File: config.mk
export PLATFORM = sky130hd
export DESIGN_NAME = inst_decode_stage
export DESIGN_NICKNAME = d
export VERILOG_FILES = /design/src/rtl/inst_decode_stage_pkg.sv /design/src/rtl/inst_imm_gen.sv /design/src/rtl/inst_decode_stage.sv
export SDC_FILE = /design/constraint.sdc
export NUM_CORES = 1
export LEC_CHECK = 0
export BUFFER_PORTS_ARGS = -buffer_cell sky130_fd_sc_hd__buf_2
export CAP_MARGIN = 40
export CORE_ASPECT_RATIO = 1.4
export CORE_MARGIN = 2
export CORE_UTILIZATION = 40
export CTS_BUF_LIST = sky130_fd_sc_hd__clkbuf_16
export CTS_CLUSTER_DIAMETER = 60
export DETAILED_ROUTE_END_ITERATION = 8
export GPL_TIMING_DRIVEN = 0
export SETUP_SLACK_MARGIN = 0.2
export SLEW_MARGIN = 20
export SYNTH_ARGS = -nofsm -noshare
export SYNTH_HDL_FRONTEND = slang
export SYNTH_SLANG_ARGS = --single-unit
File: constraint.sdc
create_clock -name clk -period 4.4 [get_ports clk]
set_clock_uncertainty 0.15 [all_clocks]
set_input_delay 0.44 -clock clk [delete_from_list [all_inputs] [get_ports clk]]
set_output_delay 0.44 -clock clk [all_outputs]
set_load 0.02 [all_outputs]
File: src/rtl/inst_decode_stage_pkg.sv
// Shared definitions for the instruction decode stage: opcodes, format classes
// and the width of one buffered decode entry.
package inst_decode_stage_pkg;

  localparam logic [6:0] OpcLoad   = 7'b0000011;
  localparam logic [6:0] OpcFence  = 7'b0001111;
  localparam logic [6:0] OpcOpImm  = 7'b0010011;
  localparam logic [6:0] OpcAuipc  = 7'b0010111;
  localparam logic [6:0] OpcStore  = 7'b0100011;
  localparam logic [6:0] OpcOp     = 7'b0110011;
  localparam logic [6:0] OpcLui    = 7'b0110111;
  localparam logic [6:0] OpcBranch = 7'b1100011;
  localparam logic [6:0] OpcJalr   = 7'b1100111;
  localparam logic [6:0] OpcJal    = 7'b1101111;
  localparam logic [6:0] OpcSys    = 7'b1110011;

  localparam logic [2:0] F3Sll = 3'b001;
  localparam logic [2:0] F3Sr  = 3'b101;

  localparam logic [6:0] F7Zero = 7'b0000000;
  localparam logic [6:0] F7Alt  = 7'b0100000;
  localparam logic [6:0] F7Mul  = 7'b0000001;

  typedef enum logic [3:0] {
    FmtR     = 4'd0,
    FmtI     = 4'd1,
    FmtL     = 4'd2,
    FmtS     = 4'd3,
    FmtB     = 4'd4,
    FmtLui   = 4'd5,
    FmtAuipc = 4'd6,
    FmtJal   = 4'd7,
    FmtJalr  = 4'd8,
    FmtSys   = 4'd9,
    FmtFence = 4'd10,
    FmtBad   = 4'd11
  } fmt_e;

  // opcode + funct3 + funct7 + rs1/rs2/rd + fmt + illegal
  localparam int unsigned EntryFixedBits = 7 + 3 + 7 + 15 + 4 + 1;

  // Entry carries pc and imm, each XLEN wide, plus the fixed fields.
  function automatic int unsigned entry_width(int unsigned xlen);
    return 2 * xlen + EntryFixedBits;
  endfunction

endpackage

File: src/rtl/inst_imm_gen.sv
// Combinational immediate generator, format classifier and illegal-instruction
// detector for RV32I/RV64I base encodings.
module inst_imm_gen
  import inst_decode_stage_pkg::*;
#(
  parameter int unsigned XLEN = 32,
  parameter bit          MEXT = 1'b0
) (
  input  logic [31:0]     inst,
  output logic [XLEN-1:0] imm,
  output fmt_e            fmt,
  output logic            illegal
);

  logic [6:0]      opcode;
  logic [2:0]      funct3;
  logic [6:0]      funct7;
  logic            is_shift;
  logic            shift_ok;
  logic            r_ok;
  logic [XLEN-1:0] imm_i, imm_s, imm_b, imm_u, imm_j, imm_csr, imm_sh;

  assign opcode = inst[6:0];
  assign funct3 = inst[14:12];
  assign funct7 = inst[31:25];

  assign imm_i   = XLEN'($signed(inst[31:20]));
  assign imm_s   = XLEN'($signed({inst[31:25], inst[11:7]}));
  assign imm_b   = XLEN'($signed({inst[31], inst[7], inst[30:25], inst[11:8], 1'b0}));
  assign imm_u   = XLEN'($signed({inst[31:12], 12'b0}));
  assign imm_j   = XLEN'($signed({inst[31], inst[19:12], inst[20], inst[30:21], 1'b0}));
  assign imm_csr = XLEN'(inst[31:20]);
  assign imm_sh  = (XLEN == 32) ? XLEN'(inst[24:20]) : XLEN'(inst[25:20]);

  assign is_shift = (funct3 == F3Sll) || (funct3 == F3Sr);

  // On RV64 inst[25] is the top shamt bit, so only the upper six bits are checked.
  assign shift_ok = (XLEN == 32) ?
      ((funct7 == F7Zero) || ((funct3 == F3Sr) && (funct7 == F7Alt))) :
      ((inst[31:26] == 6'b000000) || ((funct3 == F3Sr) && (inst[31:26] == 6'b010000)));

  assign r_ok = (funct7 == F7Zero) || (funct7 == F7Alt) || (MEXT && (funct7 == F7Mul));

  always_comb begin
    imm     = '0;
    fmt     = FmtBad;
    illegal = 1'b1;
    if (inst[1:0] == 2'b11) begin
      case (opcode)
        OpcOp: begin
          fmt     = FmtR;
          illegal = !r_ok;
        end
        OpcOpImm: begin
          fmt     = FmtI;
          illegal = is_shift && !shift_ok;
          imm     = is_shift ? imm_sh : imm_i;
        end
        OpcLoad: begin
          fmt     = FmtL;
          illegal = 1'b0;
          imm     = imm_i;
        end
        OpcJalr: begin
          fmt     = FmtJalr;
          illegal = 1'b0;
          imm     = imm_i;
        end
        OpcStore: begin
          fmt     = FmtS;
          illegal = 1'b0;
          imm     = imm_s;
        end
        OpcBranch: begin
          fmt     = FmtB;
          illegal = 1'b0;
          imm     = imm_b;
        end
        OpcLui: begin
          fmt     = FmtLui;
          illegal = 1'b0;
          imm     = imm_u;
        end
        OpcAuipc: begin
          fmt     = FmtAuipc;
          illegal = 1'b0;
          imm     = imm_u;
        end
        OpcJal: begin
          fmt     = FmtJal;
          illegal = 1'b0;
          imm     = imm_j;
        end
        OpcSys: begin
          fmt     = FmtSys;
          illegal = 1'b0;
          imm     = imm_csr;
        end
        OpcFence: begin
          fmt     = FmtFence;
          illegal = 1'b0;
        end
        default: ;
      endcase
    end
    if (illegal) begin
      fmt = FmtBad;
      imm = '0;
    end
  end

endmodule

File: src/rtl/inst_decode_stage.sv
// Registered instruction-decode stage with valid/ready handshakes and a
// two-entry skid buffer (main M presented downstream, skid K absorbs a stall).
module inst_decode_stage
  import inst_decode_stage_pkg::*;
#(
  parameter int unsigned XLEN = 32,
  parameter bit          MEXT = 1'b0
) (
  input  logic            clk,
  input  logic            rst_n,
  input  logic            flush,
  input  logic            in_valid,
  output logic            in_ready,
  input  logic [31:0]     in_inst,
  input  logic [XLEN-1:0] in_pc,
  output logic            out_valid,
  input  logic            out_ready,
  output logic [XLEN-1:0] out_pc,
  output logic [6:0]      out_opcode,
  output logic [2:0]      out_funct3,
  output logic [6:0]      out_funct7,
  output logic [4:0]      out_rs1,
  output logic [4:0]      out_rs2,
  output logic [4:0]      out_rd,
  output logic [XLEN-1:0] out_imm,
  output logic [3:0]      out_fmt,
  output logic            out_illegal
);

  localparam int unsigned EntryW = entry_width(XLEN);

  logic [XLEN-1:0]   dec_imm;
  fmt_e              dec_fmt;
  logic              dec_illegal;
  logic [EntryW-1:0] dec_entry;

  logic [EntryW-1:0] m_q, m_d, k_q, k_d;
  logic              m_valid_q, m_valid_d, k_valid_q, k_valid_d;
  logic              accept, m_free;

  inst_imm_gen #(
    .XLEN (XLEN),
    .MEXT (MEXT)
  ) u_imm_gen (
    .inst    (in_inst),
    .imm     (dec_imm),
    .fmt     (dec_fmt),
    .illegal (dec_illegal)
  );

  assign dec_entry = {in_pc, in_inst[6:0], in_inst[14:12], in_inst[31:25], in_inst[19:15],
                      in_inst[24:20], in_inst[11:7], dec_imm, dec_fmt, dec_illegal};

  assign in_ready = !k_valid_q;
  assign accept   = in_valid && in_ready;
  // M can take a new entry when empty or being consumed this cycle.
  assign m_free   = !m_valid_q || out_ready;

  always_comb begin
    m_d       = m_q;
    k_d       = k_q;
    m_valid_d = m_valid_q;
    k_valid_d = k_valid_q;
    if (flush) begin
      m_valid_d = 1'b0;
      k_valid_d = 1'b0;
    end else if (m_free) begin
      if (k_valid_q) begin
        m_d       = k_q;
        m_valid_d = 1'b1;
        k_valid_d = 1'b0;
      end else if (accept) begin
        m_d       = dec_entry;
        m_valid_d = 1'b1;
      end else begin
        m_valid_d = 1'b0;
      end
    end else if (accept) begin
      k_d       = dec_entry;
      k_valid_d = 1'b1;
    end
  end

  always_ff @(posedge clk or negedge rst_n) begin
    if (!rst_n) begin
      m_q       <= '0;
      k_q       <= '0;
      m_valid_q <= 1'b0;
      k_valid_q <= 1'b0;
    end else begin
      m_q       <= m_d;
      k_q       <= k_d;
      m_valid_q <= m_valid_d;
      k_valid_q <= k_valid_d;
    end
  end

  assign out_valid = m_valid_q;
  assign {out_pc, out_opcode, out_funct3, out_funct7, out_rs1, out_rs2, out_rd,
          out_imm, out_fmt, out_illegal} = m_q;

endmodule

Yosys cells after proc, flatten, opt, wreduce, memory -nomap -nowiden
Index checks and enable logic that the tools add are counted.
{"block": "totals", "regBits": 204, "input_bits": 69}
{"block": "classes", "n_eq_ne": 15, "n_mux": 18, "n_bitwise": 2, "reduce_logical": 20}
{"cell": "$pmux 32 s7", "n": 1}
{"cell": "$mux 101", "n": 2}
{"cell": "$mux 32", "n": 3}
{"cell": "$pmux 4 s11", "n": 1}
{"cell": "$eq 7x6->1 const B", "n": 4}
{"cell": "$eq 7x7->1 const B", "n": 4}
{"cell": "$eq 7x5->1 const B", "n": 2}
{"cell": "$reduce_or 9->1", "n": 1}
{"cell": "$mux 1", "n": 8}
{"cell": "$mux 4", "n": 2}
{"cell": "$eq 7x2->1 const B", "n": 1}
{"cell": "$eq 7x4->1 const B", "n": 1}
{"cell": "$logic_not 7->1", "n": 1}
{"cell": "$reduce_and 3->1", "n": 2}
{"cell": "$logic_not 1->1", "n": 4}
{"cell": "$logic_or 1x1->1", "n": 4}
{"cell": "$reduce_bool 2->1", "n": 2}
{"cell": "$reduce_or 2->1", "n": 2}
{"cell": "$eq 3x1->1 const B", "n": 1}
{"cell": "$eq 3x3->1 const B", "n": 1}
{"cell": "$logic_and 1x1->1", "n": 3}
{"cell": "$pmux 1 s3", "n": 1}
{"cell": "$reduce_bool 3->1", "n": 1}
{"cell": "$eq 2x2->1 const B", "n": 1}
{"cell": "$not 1->1", "n": 2}

Depth between registers and ports, before layout
Gate-level depths: netlist of the first run.
{"block": "logic_depth", "ltp_word": 10, "ltp_mapped": 8, "depth_no_buf": 5}

Hierarchy
A second synthesis of the first run with hierarchy kept.
{"block": "hier_totals", "hier_cells": 698, "area_unflattened_um2": 9840.7}
{"mod": "inst_decode_stage", "n_inst": 1, "cells_per_inst": 549, "area_each_um2": 8902.3}
{"mod": "inst_imm_gen", "n_inst": 1, "cells_per_inst": 149, "area_each_um2": 938.4}

Worst setup path after synthesis of the first run
OpenSTA, ideal clock, no wires.
{"block": "synth_path", "path_kind": "input-to-reg", "start": "in in_inst[25]", "end": "reg m_q[2]", "setup_time_ps": 128, "arrival_ps": 1814, "required_time_ps": 4122, "path_slack_ps": 2308, "stages": 6, "path_cell_list": "or4_1 -> nor4_2 -> o41ai_2 -> buf_6 -> nor4_1 -> o21ai_1"}
{"block": "synth_via", "elab_chain_cells": 10, "elab_cells_between_ends": 13, "classes_between": "1 x eq/ne; 5 x mux; 7 x reduce/logical"}
{"element": "start: declaration", "line": "inst_decode_stage.sv:14", "rtl": "input logic [31:0] in_inst,"}
{"element": "$eq 7x6->1", "line": "inst_imm_gen.sv:39, inst_imm_gen.sv:42"}
{"element": "$logic_and 1x1->1", "line": "inst_imm_gen.sv:39", "rtl": "((funct7 == F7Zero) || ((funct3 == F3Sr) && (funct7 == F7Alt))) :"}
{"element": "$logic_or 1x1->1", "line": "inst_imm_gen.sv:39"}
{"element": "$logic_not 1->1", "line": "inst_imm_gen.sv:56", "rtl": "illegal = is_shift && !shift_ok;"}
{"element": "$logic_and 1x1->1", "line": "inst_imm_gen.sv:56"}
{"element": "$pmux 1 s3 *", "line": "inst_imm_gen.sv:49", "rtl": "case (opcode)"}
{"element": "$mux 1 *", "line": "inst_imm_gen.sv:48", "rtl": "if (inst[1:0] == 2'b11) begin"}
{"element": "$mux 4 *", "line": "inst_imm_gen.sv:106", "rtl": "if (illegal) begin"}
{"element": "$mux 101 *", "line": "inst_decode_stage.sv:72", "rtl": "end else if (accept) begin"}
{"element": "$mux 101 *", "line": "inst_decode_stage.sv:68", "rtl": "if (k_valid_q) begin"}
{"element": "end signal: assignment", "line": "inst_decode_stage.sv:91", "rtl": "m_q <= m_d;"}
{"element": "end: declaration", "line": "inst_decode_stage.sv:37", "rtl": "logic [EntryW-1:0] m_q, m_d, k_q, k_d;"}
Mark *: on every way between the ends. The rest lies on a longest branch, timed or not. The select of a mux whose other input is x is not followed.
A chain may end at the register's enable or synchronous reset.

Worst setup path after layout of the first run
{"block": "layout_path", "start": "reg m_valid_q, in the netlist out_valid", "end": "reg m_q[16]"}
{"block": "layout_via", "elab_chain_cells": 3}
{"element": "start: declaration", "line": "inst_decode_stage.sv:38", "rtl": "logic m_valid_q, m_valid_d, k_valid_q, k_valid_d;"}
{"element": "start signal: assignment", "line": "inst_decode_stage.sv:93", "rtl": "m_valid_q <= m_valid_d;"}
{"element": "$logic_not 1->1", "line": "inst_decode_stage.sv:57", "rtl": "assign m_free = !m_valid_q || out_ready;"}
{"element": "$logic_or 1x1->1", "line": "inst_decode_stage.sv:57"}
{"element": "$reduce_and 3->1 (no source line)"}
Every way passes these cells.

==> results.ini, run 1 <==
[yosys]
synth_nets=1048
yosysWarnings=0
synth_area_mm2=0.00919
synthMuxAreaShare=0.0708
synth_top_area_frac=0.555
synthAdderAreaFrac=0
synth_ff_type=dfrtp_1
synth_xor_area_frac=0.00191
synth.distinct_cells=56
synth.largest_area_cell=dfrtp_1
synth.area.top_cells=dfrtp_1 (56%), nand2_1 (13%), mux2i_1 (7.1%)
synth_top_family_by_area=simple AND/OR/NAND/NOR gates
synth-compound-area-share=0.146
synth-simple-area-share=0.191
synth_enable_flop_cells=0
seq_area_frac_synth=0.555
synth_async_sr_flop_share=1.00
synth_cells=979
avgSynthCellArea_um2=9.39
synth-seq-cells=204

[placed_design]
placed_area_mm2=0.0105
dp_slack_ns=1.49
place_congestion=0.843
hpwl_mm=19.3
place_inst=1449
portBuffers=167

[timing]
setup_viol=0
max_freq_ghz=0.371
hold_viol_final=0
worst_pin_slew_ns=0.801
maxSlewHeadroom=0.460
rsz0062_at_grt=false
finalWorstSetupSlack_ns=1.71
drv_slew=0
finalCritPeriodShare=0.612
min_period_ns=2.69

[cts]
root_buffer=clkbuf_16
cts_made_buffers=21
cts.reportedPaths.clkPinSlew_ns=0.06
cts_resized=0
clk_path_buf_depth=3
cts_tree=yes
cts_sinks=204
clkLatencyLatePin_ns=0.50
htree_levels=1

[cells_and_area]
layout_common_cells=nand2_1 (311), dfrtp_1 (204), buf_2 (178)
final_common_cell=nand2_1
layout.nets=1257
fillers=2192
seq_area_mm2=0.00510
drive_above_1_share=0.186
syn_to_final_growth_pct=22.4
final_cells=1501
finish.instance_area_mm2=0.0113
multi_input_area_mm2=0.00376

[worst_hold_path]
min_path_type=in -> reg
holdPathEnd=k_q[76]
hp-start=in_pc[7]
whs_path_depth=3

[pwr]
pwr-share-seq=0.483
p_total_mw=4.88
p_switching_mw=1.45
switching_share=0.297
p_int_mw=3.43
p_leak_nw=5.39
vdd_drop_max_v=0.000258
clockPowerShare=0.336
combPwrFrac=0.181
powerDensity_mw_per_mm2=433

[worst_setup_path]
worstSetupPathType=reg -> reg
reg2reg_from=out_valid
arrival_ns=2.94
crit_slowest_cell=clkbuf_1
path_max_fanout=10
worst_r2r_endpoint=m_q[16]
critPathRequiredTime_ns=4.65
cp_common_cell=clkbuf_1
worst-path-buf-inv=3
cp-end-kind=register
critPathTopFamily=buffers and inverters
reg2reg_slack_ns=1.71
cp_cell_sequence=nor2b_1 -> or3_1 -> buf_2 -> clkbuf_1 -> clkbuf_1 -> nand2_1 -> o21ai_0
worst_setup_path_start_kind=register
slowest_delay_ns=0.60
r2r_cells=7

[global_routing]
grt-ovfl-total=0
grt_pass1_vias=7881
grt_pass1_wl_mm=43.2
grt_max_degree=96
globalRouteTotalUtil=0.225
antenna_found_initial=1

[floorplanning]
start_util=0.408
die_h_um=183
pin_count=172
design.core.area_mm2=0.0225
row_count=65
die-area_mm2=0.0242
fp.dieW_um=132

[drt]
vias=7780
detail_route.first_pass.iterations=5
antenna_left=0
wl_mm=27.0
drt-vias-per-instance=5.18
drt_iter0_drc=430
route.detailed.wl_per_inst_um=18.0
drc_errors=0

[flow_run]
maxCapViolCount=0

[run_status]
outcome=finished, final reports clean

[cell families (layout without fill, tap and decap cells)]
kind of cell    count (synthesis)  in the layout
xor+xnor                        2              2
compound gates                220            220
simple gates                  412            412
flops                         204            204
buf+inv                        76            296
other cells                     0              1
mux                            65             65
[repair_timing]
item | CTS | global route
hold buffers | 17 | 0
endpoints found under the hold margin | 64 | 0
buffers inserted | 0 | 0
[cell type report]
| class | count | area share |
|---|---|---|
| timing repair buffer | 186 | 0.0952 |
| clock inverter | 13 | 0.00745 |
| inverter | 4 | 0.00133 |
| multi-input combinational | 699 | 0.334 |
| clock buffer | 21 | 0.0467 |
| buffer | 72 | 0.0275 |
| sequential | 204 | 0.454 |
| tap | 301 | 0.0335 |
| antenna | 1 | 0.000222 |
[power groups by stage]
stage,logic [mW],registers (mW),clock network (mW)
6_report,0.883,2.35,1.64
5_1_grt,0.988,2.39,1.76
4_1_cts,0.896,2.35,1.70
3_5_place_dp,0.880,2.39,0
3_3_place_gp,0.859,2.38,0
2_1_floorplan,0.374,2.52,0
[tightest hold or removal path: stages]
cell     delay, ns
buf_2         0.09
nand2_1       0.04
nand2_1       0.05
[metrics by stage]
step	util	TNS [ns]	hold WS (ns)
after floorplan	-	0	-0.00559
after global placement	0.462	-179.61	0.303
after detailed placement	0.465	0	0.238
after CTS	0.499	0	0.000177
after global routing	0.499	0	0.00812
final	0.499	0	0.00697
[how the worst max path moves through the flow]
stage	endpoint	slack, ns	cells after the start	start
after floorplan	m_q[2]	2.31	6	in_inst[25]
after global placement	m_q[93]	-0.90	1	rst_n
after detailed placement	m_q[16]	1.49	8	out_ready
after CTS	m_q[16]	1.62	7	out_valid
after global routing	m_q[2]	1.44	7	out_valid
final	m_q[16]	1.71	7	out_valid
[registers in the layout, summed over array words and instances, names as in the netlist]
name / cells
k_valid_q: 1
k_q: 101
m_q: 101
out_valid: 1
[cells in the mapped netlist (2+ instances only)]
cell type / instances
a221o_1: 5
buf_1: 7
nand4bb_1: 2
nor3_1: 8
o31a_1: 2
nand3_1: 6
and3_1: 7
nor4_1: 5
o21ai_0: 100
buf_6: 2
a21o_1: 3
a22o_1: 12
a22oi_1: 4
o21bai_1: 3
clkbuf_1: 48
a21oi_1: 42
nand2_1: 311
dfrtp_1: 204
nand3b_1: 3
inv_1: 4
buf_4: 2
mux2i_1: 65
and2_1: 2
buf_2: 12
nor4_4: 2
a2bb2oi_1: 4
nor2_1: 37
or3_1: 14
o21ai_1: 4
a31oi_1: 19
o22ai_1: 3
nor2b_1: 4
a211oi_1: 2
o31ai_1: 6
nand2b_1: 4
[layer usage]
layer	wire [um]	track usage
met1	11200	0.281
met2	13600	0.400
met3	1250	0.0276
met4	929	0.0857
met5	0	0
Note: power is estimated with default switching activity, not from simulation.
==> run 2, diff against run 1 <==
==> constraint.sdc (replaced) <==
create_clock -name clk -period 2.65 [get_ports clk]
set_clock_uncertainty 0.15 [all_clocks]
set_input_delay 0.265 -clock clk [delete_from_list [all_inputs] [get_ports clk]]
set_output_delay 0.265 -clock clk [all_outputs]
set_load 0.02 [all_outputs]
==> run 2 against run 1 <==
Net effect:
- sequential power up 66%
- count of clock-buffer cells in the layout unchanged
- global-route usage up 0.47 points
- combinational power up 73%
- non-clock buffer count up 47
- register-to-register slack worse by 1.3 ns
- critical path depth up 1
- final cell count up 3.1%
- hold slack better by 0.12 ns
- critical path type is now in -> reg
- highest routed layer unchanged
==> results.ini, run 2 (same netlist as run 1, synthesis figures left out) <==
[placed_design]
portBuffers=167  ; unchanged
placed_area_mm2=0.0105  ; unchanged
place_inst=1449  ; unchanged
hpwl_mm=19.3  ; unchanged
place_congestion=0.843  ; unchanged

[worst_setup_path]
critPathRequiredTime_ns=2.87  ; -1.78 ns
worstSetupPathType=in -> reg
cp_cell_sequence=dlygate4sd3_1 -> buf_2 -> or4_1 -> nor4_4 -> o41ai_4 -> buf_6 -> nor4_1 -> o21ai_1
cp-end-kind=register
worst-path-buf-inv=3  ; unchanged
crit_slowest_cell=or4_1
slowest_delay_ns=0.58  ; -0.02 ns
path_max_fanout=10  ; unchanged
critPathTopFamily=simple AND/OR/NAND/NOR gates
arrival_ns=2.54  ; -0.40 ns
crit_start=in_inst[25]
worst_setup_path_start_kind=primary input
reg2reg_from=k_valid_q

[floorplanning]
start_util=0.408  ; unchanged
die-area_mm2=0.0242  ; unchanged
design.core.area_mm2=0.0225  ; unchanged
die_h_um=183  ; unchanged
pin_count=172  ; unchanged
fp.dieW_um=132  ; unchanged
row_count=65  ; unchanged

[cells_and_area]
seq_area_mm2=0.00510  ; unchanged
drive_above_1_share=0.193  ; +0.00743
final_cells=1548  ; +3.1%
finish.instance_area_mm2=0.0118  ; +4.6%
layout_common_cells=nand2_1 (311), dfrtp_1 (204), buf_2 (179)
syn_to_final_growth_pct=28.0
fillers=2133  ; -2.7%
finish.utilization=0.522  ; +0.0230
multi_input_area_mm2=0.00379  ; +0.63%
layout.nets=1304  ; +3.7%
final_common_cell=nand2_1
reg.largest.list=k_q: 101 flops, m_q: 101 flops

[cts]
root_buffer=clkbuf_16
clkLatencyLatePin_ns=0.50  ; about the same
clk_path_buf_depth=3  ; unchanged
htree_levels=1  ; unchanged
post_cts_buffers=0  ; unchanged
cts_sinks=204  ; unchanged
cts_tree=yes
cts.reportedPaths.clkPinSlew_ns=0.06  ; about the same
cts_made_buffers=21  ; unchanged

[drt]
wl_mm=27.6  ; +2.4%
antenna_left=0  ; unchanged
route.detailed.wl_per_inst_um=17.8  ; -0.67%
drt_iter0_drc=447  ; +4.0%
drc_errors=0  ; unchanged
detail_route.first_pass.iterations=4  ; -1
drt-vias-per-instance=5.16  ; -0.43%
vias=7989  ; +2.7%

[global_routing]
grt_max_degree=96  ; unchanged
grt_pass1_vias=8116  ; +3.0%
globalRouteTotalUtil=0.230  ; +0.00472
grt_pass1_wl_mm=44.1  ; +2.2%
antenna_found_initial=1  ; unchanged
grt-ovfl-total=0  ; unchanged

[flow_run]
maxCapViolCount=0  ; unchanged

[pwr]
powerDensity_mw_per_mm2=694  ; +60%
vdd_drop_max_v=0.000431  ; +67%
p_leak_nw=5.64  ; +4.8%

[timing]
setup_viol=0  ; unchanged
worst_pin_slew_ns=0.776  ; -0.0247 ns
min_period_ns=2.32
rsz0062_at_grt=true
finalCritPeriodShare=0.876
maxSlewHeadroom=0.481  ; +0.0213
whs_ns=0.123  ; +0.116 ns
fin_tns_setup_ns=0  ; unchanged
drv_slew=0  ; unchanged
hold_viol_final=0  ; unchanged
max_freq_ghz=0.431

[run_status]
outcome=finished, final reports clean

[worst_hold_path]
min_path_type=in -> async

run 2: layout make-up:
| type | count | area share |
|---|---|---|
| Antenna cell | 1 | 0.000213 |
| Buffer | 72 | 0.0283 |
| Clock buffer | 21 | 0.0447 |
| Clock inverter | 13 | 0.00712 |
| Inverter | 4 | 0.00128 |
| Multi-Input combinational cell | 699 | 0.322 |
| Sequential cell | 204 | 0.434 |
| Tap cell | 301 | 0.0320 |
| Timing Repair Buffer | 233 | 0.131 |
run 2: timing repair:
action	in CTS	in global routing
gates cloned	0	0
endpoints found under the setup margin	126	93
resized for setup	8	23
hold buffers	64	0
pin swaps	0	0
endpoints found under the hold margin	251	0
run 2: per-layer routing:
| layer | GRT usage | up-vias | wire length, um | part of all wire |
|---|---|---|---|---|
| li1 | - | 3855 | - | - |
| met1 | 0.285 | 3852 | 11500 | 0.42 |
| met2 | 0.410 | 221 | 13900 | 0.50 |
| met3 | 0.0274 | 61 | 1180 | 0.043 |
| met4 | 0.0900 | 0 | 1000 | 0.036 |
| met5 | 0 | - | 0 | 0 |
run 2: path summary, 6_finish.rpt:
| path | endpoint | slack [ns] | cells after the start |
|---|---|---|---|
| worst max-delay path | m_q[2] | 0.33 | 8 |
| worst min-delay path | m_q[57] | 0.12 | 2 |
| worst max register to register | m_q[39] | 0.37 | 5 |
| worst min register to register | m_q[82] | 0.32 | 2 |
| max in group asynchronous | k_q[97] | 1.40 | 3 |
| min in group clk | m_q[68] | 0.21 | 4 |
run 2: metrics by stage:
step           power [mW]  setup slack [ns]
3_3_place_gp         5.37             -2.48
5_1_grt              8.60             0.199
4_1_cts              8.26             0.232
6_report             8.17             0.328
2_1_floorplan        4.81             0.600
3_5_place_dp         5.43            -0.104
run 2: power by group:
group | total, mW | internal (mW) | switching, mW
logic | 1.53 | 0.574 | 0.957
clock network | 2.73 | 1.53 | 1.21
registers | 3.91 | 3.64 | 0.266
==> run 3, diff against run 2 <==
--- a/config.mk
+++ b/config.mk
@@ -9,11 +9,12 @@
 export CAP_MARGIN = 40
 export CORE_ASPECT_RATIO = 1.4
 export CORE_MARGIN = 2
-export CORE_UTILIZATION = 40
+export CORE_UTILIZATION = 49
 export CTS_BUF_LIST = sky130_fd_sc_hd__clkbuf_16
 export CTS_CLUSTER_DIAMETER = 60
 export DETAILED_ROUTE_END_ITERATION = 8
 export GPL_TIMING_DRIVEN = 0
+export PLACE_DENSITY = 0.72
 export SETUP_SLACK_MARGIN = 0.2
 export SLEW_MARGIN = 20
 export SYNTH_ARGS = -nofsm -noshare
==> run 3 against run 2 <==
Net effect:
- via count is 2.6% higher
- count of clock-buffer cells in the layout stayed put
- critical endpoint is now m_q[9]
- sequential share of layout area hardly changed
==> results.ini, run 3 (same netlist as run 1, synthesis figures left out) <==
[pwr]
vdd_drop_max_v=0.000447  ; +3.9%
p_leak_nw=5.70  ; +0.95%
powerDensity_mw_per_mm2=692  ; -0.31%
p_total_mw=8.14  ; -0.32%

[timing]
fin_tns_setup_ns=0  ; unchanged
drv_slew=0  ; unchanged
max_freq_ghz=0.420  ; -2.6%
hold_viol_final=0  ; unchanged
maxSlewHeadroom=0.451  ; -0.0299
setup_viol=0  ; unchanged
min_period_ns=2.38  ; +0.0608 ns
worst_pin_slew_ns=0.823  ; +0.0465 ns
finalCritPeriodShare=0.899  ; +0.0229
rsz0062_at_grt=true
finalWorstSetupSlack_ns=0.268  ; -0.0608 ns

[cts]
htree_levels=1  ; unchanged
clk_path_buf_depth=3  ; unchanged
root_buffer=clkbuf_16
cts_tree=yes
cts.reportedPaths.clkPinSlew_ns=0.06  ; about the same
clkLatencyLatePin_ns=0.49  ; about the same
cts_sinks=204  ; unchanged
cts_made_buffers=20  ; -4.8%

[cells_and_area]
syn_to_final_growth_pct=28.0  ; about the same
antenna_cells=0  ; -1
layout_common_cells=nand2_1 (311), dfrtp_1 (204), buf_2 (177)
drive_above_1_share=0.196  ; +0.00291
fillers=1593  ; -25%
final_common_cell=nand2_1
layout.nets=1309  ; +0.38%
reg.largest.list=k_q: 101 flops, m_q: 101 flops

[drt]
drt-vias-per-instance=5.48  ; +6.1%
antenna_left=0  ; unchanged
wl_mm=26.9  ; -2.5%
drc_errors=0  ; unchanged
vias=8200  ; +2.6%
drt_iter0_drc=528  ; +18%
detail_route.first_pass.iterations=5  ; +1
route.detailed.wl_per_inst_um=18.0  ; +0.82%

[worst_setup_path]
worstSetupPathType=in -> reg
r2r_cells=7  ; +2
critPathRequiredTime_ns=2.92  ; +0.05 ns
cp-end-kind=register
crit_start=in_inst[25]
reg2reg_from=out_valid
worst_setup_path_start_kind=primary input
path_max_fanout=6  ; -4
arrival_ns=2.65  ; +0.11 ns
worst_r2r_endpoint=m_q[58]
reg2reg_slack_ns=0.30  ; -0.07 ns
endpoint=m_q[9]

[floorplanning]
die_h_um=166  ; -9.4%
row_count=59  ; -9.2%
fp.dieW_um=120  ; -9.4%
pin_count=172  ; unchanged
start_util=0.498  ; +0.0900
die-area_mm2=0.0199  ; -18%
design.core.area_mm2=0.0185  ; -18%

[global_routing]
antenna_found_initial=0  ; -1
globalRouteTotalUtil=0.272  ; +0.0415
grt-ovfl-total=0  ; unchanged
grt_pass1_wl_mm=43.5  ; -1.5%
grt_pass1_vias=8362  ; +3.0%
grt_max_degree=94  ; -2.1%

[placed_design]
hpwl_mm=18.5  ; -4.0%
dp_slack_ns=-0.0823  ; +0.0221 ns
place_congestion=0.920  ; +9.1%
portBuffers=167  ; unchanged

[worst_hold_path]
min_path_type=in -> async

[run_status]
outcome=finished, final reports clean

[flow_run]
maxCapViolCount=0  ; unchanged

-- run 3: changes by cell type in the layout (fill, tap and decap cells not counted), sizes merged --
cell / change
diode: -1
inv: +2
dlygate4sd3: -2
dlymetal6s4s: +2
clkinvlp: -1
buf: +5
clkbuf: +1
-- run 3: per-stage QoR --
| stage | hold WS [ns] | util | instance area (um2) | std cells |
|---|---|---|---|---|
| after floorplan | -0.181 | - | 9190 | 979 |
| final | 0.0530 | 0.638 | 11800 | 1497 |
| after detailed placement | -0.0323 | 0.563 | 10400 | 1392 |
| after global placement | 0.301 | 0.560 | 10300 | 1390 |
| after global routing | 0.0674 | 0.638 | 11800 | 1497 |
| after CTS | 0.0509 | 0.631 | 11700 | 1491 |
-- run 3: how the worst min path moves through the flow --
stage / startpoint / to / slack (ns) / cells after the start
global route: rst_n / k_q[50] / 0.07 / 2
floorplan: rst_n / k_q[0] / -0.18 / 0
detailed placement: rst_n / k_q[50] / -0.03 / 1
CTS: rst_n / k_q[50] / 0.05 / 2
finish: rst_n / k_q[50] / 0.05 / 2
global placement: k_q[5] / k_q[5] / 0.30 / 2
-- run 3: critical path, stage by stage --
cell,delay (ns)
dlygate4sd3_1,0.53
buf_2,0.16
or4_4,0.51
nor4_4,0.34
o41ai_4,0.19
buf_4,0.17
or3_1,0.33
a21oi_1,0.14
-- run 3: timing repair --
item,in CTS,in global routing
hold buffers,64,0
pin swaps,0,4
endpoints found under the hold margin,343,0
resized for setup,6,31
buffers inserted,0,5
gates cloned,0,0
endpoints found under the setup margin,92,77
-- run 3: cell type report --
type | instances | area, um2 | share of cell area
timing repair buffer | 239 | 1600 | 0.136
multi-input combinational | 699 | 3800 | 0.323
inverter | 4 | 15.0 | 0.00128
clock inverter | 14 | 81.3 | 0.00691
sequential | 204 | 5100 | 0.434
clock buffer | 21 | 526 | 0.0447
tap | 244 | 305 | 0.0259
buffer | 72 | 329 | 0.0280
-- run 3: metal layers --
metal,vias up,track usage,wire length (um)
met5,-,0,0
met2,305,0.484,14000
li1,3861,-,-
met4,0,0.102,946
met3,70,0.0323,1380
met1,3964,0.336,10600
-- run 3: power by group --
group          internal, mW  leakage, nW  switching (mW)
registers              3.64         2.57           0.273
clock network          1.52        0.324            1.16
logic                 0.582         2.80           0.964
total                  5.74         5.70            2.40
